## config.mk

```make
export PLATFORM = sky130hd
export DESIGN_NAME = seg7_scan_ctrl
export DESIGN_NICKNAME = d
export VERILOG_FILES = /design/src/rtl/seg7_pkg.sv /design/src/rtl/seg7_glyph.sv /design/src/rtl/seg7_scan_ctrl.sv
export SDC_FILE = /design/constraint.sdc
export NUM_CORES = 1
export LEC_CHECK = 0
export CAP_MARGIN = 30
export CORE_MARGIN = 2
export CORE_UTILIZATION = 30
export CTS_CLUSTER_DIAMETER = 30
export DETAILED_ROUTE_END_ITERATION = 8
export PLACE_DENSITY_LB_ADDON = 0.2
export REMOVE_ABC_BUFFERS = 1
export SLEW_MARGIN = 10
export SYNTH_ARGS = -nofsm -noshare
export SYNTH_HDL_FRONTEND = slang
export SYNTH_SLANG_ARGS = --single-unit
export TNS_END_PERCENT = 1
```

## constraint.sdc

```tcl
create_clock -name clk -period 2.9 [get_ports clk]
set_clock_uncertainty 0.05 [all_clocks]
set_input_delay 0.58 -clock clk [delete_from_list [all_inputs] [get_ports clk]]
set_output_delay 0.58 -clock clk [all_outputs]
set_load 0.005 [all_outputs]
```

## src/rtl/seg7_pkg.sv

```systemverilog
// rtl/seg7_pkg.sv - scan states, hex glyph table and digit-enable patterns for seg7_scan_ctrl
package seg7_pkg;

    // Blank guard slot followed by lit slot, for each of the three digits.
    typedef enum logic [2:0] {
        BLK0 = 3'd0,
        ON0  = 3'd1,
        BLK1 = 3'd2,
        ON1  = 3'd3,
        BLK2 = 3'd4,
        ON2  = 3'd5
    } scan_state_t;

    // Segment order abcdefg (bit 6 = a). A 1 means the segment is lit; the
    // top level inverts for the common-anode pins.
    localparam logic [15:0][6:0] GLYPH_TABLE = {
        7'b1000111,  // F
        7'b1001111,  // E
        7'b0111101,  // d
        7'b1001110,  // C
        7'b0011111,  // b
        7'b1110111,  // A
        7'b1111011,  // 9
        7'b1111111,  // 8
        7'b1110000,  // 7
        7'b1011111,  // 6
        7'b1011011,  // 5
        7'b0110011,  // 4
        7'b1111001,  // 3
        7'b1101101,  // 2
        7'b0110000,  // 1
        7'b1111110   // 0
    };

    // Active-low enables, ordered {e0, e1, e2}.
    localparam logic [2:0] EN_NONE = 3'b111;
    localparam logic [2:0] EN_DIG0 = 3'b011;
    localparam logic [2:0] EN_DIG1 = 3'b101;
    localparam logic [2:0] EN_DIG2 = 3'b110;

    localparam logic [6:0] SEG_OFF = 7'b1111111;

    function automatic scan_state_t next_state(input scan_state_t s);
        case (s)
            BLK0:    return ON0;
            ON0:     return BLK1;
            BLK1:    return ON1;
            ON1:     return BLK2;
            BLK2:    return ON2;
            default: return BLK0;
        endcase
    endfunction

endpackage

```

## src/rtl/seg7_glyph.sv

```systemverilog
// rtl/seg7_glyph.sv - combinational hex digit to seven-segment decode
// Ports: digit (4-bit hex in), lit (abcdefg, 1 = segment lit)
module seg7_glyph
    import seg7_pkg::*;
(
    input  logic [3:0] digit,
    output logic [6:0] lit
);

    assign lit = GLYPH_TABLE[digit];

endmodule

```

## src/rtl/seg7_scan_ctrl.sv

```systemverilog
// rtl/seg7_scan_ctrl.sv - three-digit multiplexed seven-segment scanner with frame-synchronous load
// Ports: clk, rst_n (async active-low), value/dp/load_valid/load_ready (load handshake),
//        e0..e2 (active-low digit enables), a..g/dot (active-low segments), frame_tick.
// Optional: define SEG7_LEADING_ZERO_BLANK_EN to darken leading zero digits.
module seg7_scan_ctrl
    import seg7_pkg::*;
#(
    parameter int DIV   = 16000,
    parameter int BLANK = 64
) (
    input  logic        clk,
    input  logic        rst_n,
    input  logic [11:0] value,
    input  logic [2:0]  dp,
    input  logic        load_valid,
    output logic        load_ready,
    output logic        e0,
    output logic        e1,
    output logic        e2,
    output logic        a,
    output logic        b,
    output logic        c,
    output logic        d,
    output logic        e,
    output logic        f,
    output logic        g,
    output logic        dot,
    output logic        frame_tick
);

    localparam logic [15:0] BLK_LAST = 16'(BLANK - 1);
    localparam logic [15:0] ON_LAST  = 16'(DIV - BLANK - 1);
    // frame_tick is registered, so it is raised one clock before the last ON2 clock.
    localparam logic [15:0] TICK_PRE = 16'(DIV - BLANK - 2);

    scan_state_t state;
    logic [15:0] cnt;
    logic        tick_q;

    logic [11:0] act_val;
    logic [2:0]  act_dp;
    logic [11:0] pend_val;
    logic [2:0]  pend_dp;
    logic        pend_full;

    logic [2:0]  en_q;
    logic [6:0]  seg_q;
    logic        dot_q;

    logic        is_on;
    logic        slot_last;
    logic [3:0]  cur_digit;
    logic        cur_dp;
    logic        cur_blank;
    logic [2:0]  cur_en;
    logic [6:0]  cur_lit;
    logic        lz_dig0;
    logic        lz_dig1;
    logic        accept;

`ifdef SEG7_LEADING_ZERO_BLANK_EN
    assign lz_dig0 = (act_val[11:8] == 4'd0);
    assign lz_dig1 = lz_dig0 && (act_val[7:4] == 4'd0);
`else
    assign lz_dig0 = 1'b0;
    assign lz_dig1 = 1'b0;
`endif

    assign is_on     = state inside {ON0, ON1, ON2};
    assign slot_last = is_on ? (cnt == ON_LAST) : (cnt == BLK_LAST);
    assign accept    = load_valid && !pend_full;

    always_comb begin
        cur_digit = act_val[11:8];
        cur_dp    = act_dp[2];
        cur_blank = lz_dig0;
        cur_en    = EN_DIG0;
        case (state)
            BLK1, ON1: begin
                cur_digit = act_val[7:4];
                cur_dp    = act_dp[1];
                cur_blank = lz_dig1;
                cur_en    = EN_DIG1;
            end
            BLK2, ON2: begin
                cur_digit = act_val[3:0];
                cur_dp    = act_dp[0];
                cur_blank = 1'b0;
                cur_en    = EN_DIG2;
            end
            default: begin
                cur_digit = act_val[11:8];
                cur_dp    = act_dp[2];
                cur_blank = lz_dig0;
                cur_en    = EN_DIG0;
            end
        endcase
    end

    seg7_glyph u_glyph (
        .digit (cur_digit),
        .lit   (cur_lit)
    );

    always_ff @(posedge clk or negedge rst_n) begin
        if (!rst_n) begin
            state     <= BLK0;
            cnt       <= '0;
            tick_q    <= 1'b0;
            en_q      <= EN_NONE;
            seg_q     <= SEG_OFF;
            dot_q     <= 1'b1;
            act_val   <= '0;
            act_dp    <= '0;
            pend_val  <= '0;
            pend_dp   <= '0;
            pend_full <= 1'b0;
        end else begin
            if (slot_last) begin
                state <= next_state(state);
                cnt   <= '0;
            end else begin
                cnt <= cnt + 16'd1;
            end

            tick_q <= (state == ON2) && (cnt == TICK_PRE);

            if (is_on) begin
                en_q  <= cur_en;
                seg_q <= cur_blank ? SEG_OFF : ~cur_lit;
                dot_q <= ~cur_dp;
            end else begin
                en_q  <= EN_NONE;
                seg_q <= SEG_OFF;
                dot_q <= 1'b1;
            end

            // Active only changes on the frame boundary so a frame never mixes
            // two loads. A load landing on that boundary bypasses pending.
            if (tick_q) begin
                if (accept) begin
                    act_val <= value;
                    act_dp  <= dp;
                end else if (pend_full) begin
                    act_val   <= pend_val;
                    act_dp    <= pend_dp;
                    pend_full <= 1'b0;
                end
            end else if (accept) begin
                pend_val  <= value;
                pend_dp   <= dp;
                pend_full <= 1'b1;
            end
        end
    end

    assign load_ready = !pend_full;
    assign frame_tick = tick_q;
    assign {e0, e1, e2}          = en_q;
    assign {a, b, c, d, e, f, g} = seg_q;
    assign dot                   = dot_q;

endmodule

```

=== Word-level counts from Yosys, hierarchy flattened ===
Memory sizes are Yosys's and may differ from the RTL's.
Index checks and enable logic that the tools add are counted.

* $add $sub $neg: 1
* Magnitude comparators: 1
* Equality and inequality tests: 9
* Mux-type cells: 17
* Bitwise gates (word level): 3
* Reduce and logical (&&, ||, !) cells: 12

{| class="wikitable"
|+ Operators by type and width
! operator !! number
|-
| $eq 16x14->1 const B || 2
|-
| $mux 12 || 2
|-
| $add 16x1->16 const B || 1
|-
| $eq 16x6->1 const B || 1
|-
| $mux 16 || 1
|-
| $pmux 3 s5 || 1
|-
| $mux 7 || 2
|-
| $mux 3 || 3
|-
| $pmux 4 s2 || 1
|-
| $not 7->7 || 1
|-
| $eq 3x2->1 const B || 2
|-
| $eq 3x3->1 const B || 2
|-
| $pmux 3 s2 || 1
|-
| $reduce_and 2->1 || 3
|-
| $lt 4x5->1 const B || 1
|-
| $mux 1 || 5
|-
| $reduce_bool 2->1 || 2
|-
| $reduce_or 2->1 || 2
|-
| $eq 3x1->1 const B || 1
|-
| $logic_not 3->1 || 1
|-
| $reduce_bool 3->1 || 1
|-
| $logic_and 1x1->1 || 2
|-
| $ne 2x2->1 const B || 1
|-
| $not 1->1 || 2
|-
| other kinds (2) || 2
|}

* Register bits: 62
* Memory bits (read-only): 112
* Bits of input ports: 18
* Output and inout bits: 13
* Word-level logic and storage cells: 55
* Memories kept: 1

{| class="wikitable"
|+ Memories
! memory !! words !! bits a word !! read ports !! clocked after memory_dff !! write ports !! RTL line !! text
|-
| (no name shown) || 16 || 7 || 1 || 0 || 0 || seg7_glyph.sv:10 || <nowiki>assign lit = GLYPH_TABLE[digit];</nowiki>
|}

=== Longest topological paths before layout ===
* Depth in word-level cells: 7
* Gate-level depth with buffers: 9
* Mapped depth without buffers: 8

=== Cells and area by module ===
Synthesis repeated with hierarchy kept, for this count alone.

* Cells, all modules: 280
* Area total of the unflattened synthesis: 3,072.9 sq um

{| class="wikitable"
|+ By module, submodules not included
! module !! instances !! cells an instance !! area each (sq um) !! sequential area each (sq um)
|-
| seg7_scan_ctrl || 1 || 247 || 2,782.7 || 1,565.3
|-
| seg7_glyph || 1 || 33 || 290.3 || 0.0
|}

=== Least setup slack after synthesis ===
No wires, ideal clock.

* Path kind: input-to-reg
* From: input port load_valid
* To: register pend_dp[2]
* Library setup time: 0.125 ns
* Arrival time: 2.435 ns
* Required time: 2.725 ns
* Setup slack: 0.291 ns
* Cell stages on the path: 7
* Buffers on the path: 4
* Path through: nor2b_1 > clkbuf_1 > buf_2 > ha_1 > clkbuf_1 > clkbuf_1 > mux2_2

* Cells in the longest elaborated chain, start to end: 2

{| class="wikitable"
|+ Ends and longest elaborated chain
! item !! RTL line !! text
|-
| start, declared || seg7_scan_ctrl.sv:15 || <nowiki>input logic load_valid,</nowiki>
|-
| $logic_and 1x1->1 || seg7_scan_ctrl.sv:71 || <nowiki>assign accept = load_valid && !pend_full;</nowiki>
|-
| $reduce_and 2->1 (no source line) || -- ||
|-
| end signal, assigned || seg7_scan_ctrl.sv:151 || <nowiki>pend_dp <= dp;</nowiki>
|-
| end, declared || seg7_scan_ctrl.sv:43 || <nowiki>logic [2:0] pend_dp;</nowiki>
|}

Every way passes these cells.
A chain may end at the register's enable or synchronous reset.

=== Worst setup path in the final report ===
* From: register state[1]
* To: register state[0]

* Cells in the longest elaborated chain, start to end: 3

{| class="wikitable"
|+ Ends and longest elaborated chain
! item !! RTL line !! text
|-
| start, declared || seg7_scan_ctrl.sv:36 || <nowiki>scan_state_t state;</nowiki>
|-
| start signal, assigned || seg7_scan_ctrl.sv:120 || <nowiki>state <= next_state(state);</nowiki>
|-
| $eq 3x1->1, or another cell as far along || seg7_pkg.sv:44, seg7_scan_ctrl.sv:69 ||
|-
| $reduce_bool 3->1 || seg7_scan_ctrl.sv:69 || <nowiki>assign is_on = state inside {ON0, ON1, ON2};</nowiki>
|-
| $mux 1 || seg7_scan_ctrl.sv:70 || <nowiki>assign slot_last = is_on ? (cnt == ON_LAST) : (cnt == BLK_LAST);</nowiki>
|}

Parallel ways exist; a longest one is shown, timed or not.

==> run metrics <==
outcome=finished clean; share of post-route cells with drive strength above 1=0.1786; CTS tree=done; core area=between 0.009 and 0.01 mm2; placed cell count=425; Worst VDD drop=306.4 uV; reg2reg start=state[1]; WL met2=~2500 um; IO Port Bufs=30; CP Depth=4; register area share after synthesis=0.5245; Post-synth EDFFs=0; final core occ=0.3758; routed len/inst=~12 um; most common cell in the netlist=dfrtp_1; worst r2r path cells=4; clock sinks=62; cell count after synthesis=269; Antenna Diode Count=0; Power Total=2.186 mW; DRT Pass-1 Iters=4; CTS H-tree lvls=3; initial antenna violation count=0; GRT Residual Overflow=0; WS Path Type=reg2reg; DP Worst Slack=around 0.7 ns; Clock Tree Root=clkbuf_8; FFs w/ async S/R, synth=1.000; main flop type after synthesis=dfrtp_1; Top delay family on crit path=flip-flops; Req. time, crit path=about 3.1 ns; Max-slew headroom=0.5509; leakage=approximately 1.5 nW; Syn Area/Cell=11.09 um2; DP HPWL=3860 um; RSZ-0062 raised after global routing=no; synthesis-stage register bit count=62; fmax=~460 MHz; top cell type's share of synthesized area=0.4277; internal power=approximately 1.7 mW; DRT antenna net count=0; via count=1987; synth unique cells=38; GP Congestion=around 0.8; clock share of power=0.372; Die X-Extent=between 100 and 150 um; max_cap viols=0; Synth area leader=dfrtp_1; crit path DAT=2.36 ns; Top Layer Used=met4; cts hold-fix bufs=0; vias per cell=~4.5; Slew @ Worst Pin=around 0.67 ns; Sw Pwr=just over 0.5 mW; crit-path max cell delay=roughly 0.64 ns; global-route wire length before repair=roughly 9400 um; yosys warns=0; Pins Over Slew Limit=0; part of the power in combinational logic=0.155; DRT met1 WL=2660 um; mapped cell area=0.002984 mm2; PostCTS Resize Cnt=0; Synth-to-Final Area Change=22.52%; Row Count=36; critical path startpoint=state[1]; CP max-delay cell=dfrtp_1; HP Class=in2async; CTS Buf Count=9; vias in the first global route=between 1500 and 2000; Tot GR Track Use=0.1103; fin cells=441; Worst R2R Setup Slack=slightly above 0.7 ns; setup tns final=0 ns; largest net degree at the start of global routing=31; die span in y=between 100 and 150 um; Crit Path Max Fanout=14; routed wl met3=approximately 200 um; fin crit period=2.192 ns; Hold Slack=between 0.1 and 0.15 ns; wirelength, routed=roughly 5400 um; DR iter-0 viols=76; final setup violation count=0; Sequential Power Share=0.474; nets@finish=330; PwrDens=between 500 and 600 mW/mm2; die area=roughly 0.011 mm2; Clock Latency Late Sink=~0.33 ns; DP Area=0.003442 mm2; WP buf/inv=0; I/O Pins=31; part of the cycle the worst path needs=0.7559; FF-to-FF End=state[0]; worst setup margin=approximately 0.7 ns; post-CTS setup buffer count=0; crit end category=flip-flop; Final Hold Viols=0; final standard cell area without fillers=0.003656 mm2; DRC viols=0; Worst-path clk slew=roughly 0.07 ns; CP Launch Type=flip-flop; CP Cell Sequence=a21boi_1 > or3_1 > a21oi_4 > mux2_2; top cells by count, synth=dfrtp_1 (51), mux2i_1 (30), nand2_1 (25); Initial Utilization=0.3067; Max clock buf depth=2; switch share=0.2370; Synth area leaders=dfrtp_1 (43%), mux2i_1 (10%), dfstp_2 (9.7%), mux2_2 (6.4%), ha_1 (3.8%)
routing by layer:
layer,global-route usage,vias up
li1,-,999
met1,0.1406,951
met2,0.1708,28
met3,0.03776,9
met4,0.04730,0
met5,0,-
power groups by stage:
stage	Sequential (mW)	Clock [mW]	Combinational [mW]
after floorplan	1.04	0	0.246
after global placement	1.05	0	0.343
after detailed placement	1.05	0	0.349
after CTS	1.04	0.847	0.350
after global routing	1.05	0.881	0.379
final	1.04	0.812	0.338
sequential cells by signal (all words and copies together) (netlist names):
signal,cells
state,3
dot,1
pend_val,12
pend_full,1
en_q,3
act_val,12
seg_q,7
pend_dp,3
act_dp,3
frame_tick,1
cnt,16
worst max path at each step:
| stage | to | slack [ns] |
|---|---|---|
| floorplan | pend_dp[0] | 0.09 |
| global placement | state[0] | 0.75 |
| detailed placement | seg_q[3] | 0.71 |
| CTS | seg_q[3] | 0.71 |
| global route | seg_q[3] | 0.48 |
| finish | state[0] | 0.71 |
layout make-up:
type	count	area (um2)
Clock buffer	10	127.6
Fill cell	1016	6073
Timing Repair Buffer	38	355.3
Multi-Input combinational cell	180	1310
Tap cell	133	166.4
Sequential cell	62	1565
Clock inverter	6	86.33
Inverter	12	45.04
kinds of logic after synthesis:
group,count (synthesis),synth area share
xor+xnor,14,0.04109
buf+inv,27,0.03731
mux,47,0.1648
flops,62,0.5245
fa+ha+maj,9,0.03774
compound gates,37,0.07757
simple gates,73,0.1170
cells in the final DEF (no fill, tap or decap), types with 5 or more instances in the layout:
master,netlist,routed
dfstp_2,11,11
nand2_1,25,25
dfrtp_1,51,51
mux2_2,17,17
clkbuf_8,0,9
inv_1,12,12
clkdlybuf4s50_1,0,29
nor3_1,6,6
o21ai_0,18,17
mux2i_1,30,30
nor2_1,16,16
nand3_1,8,8
a21oi_1,5,5
buf_4,1,8
ha_1,9,9
xnor2_1,11,11
No activity file was read; power rests on OpenSTA's default activity.
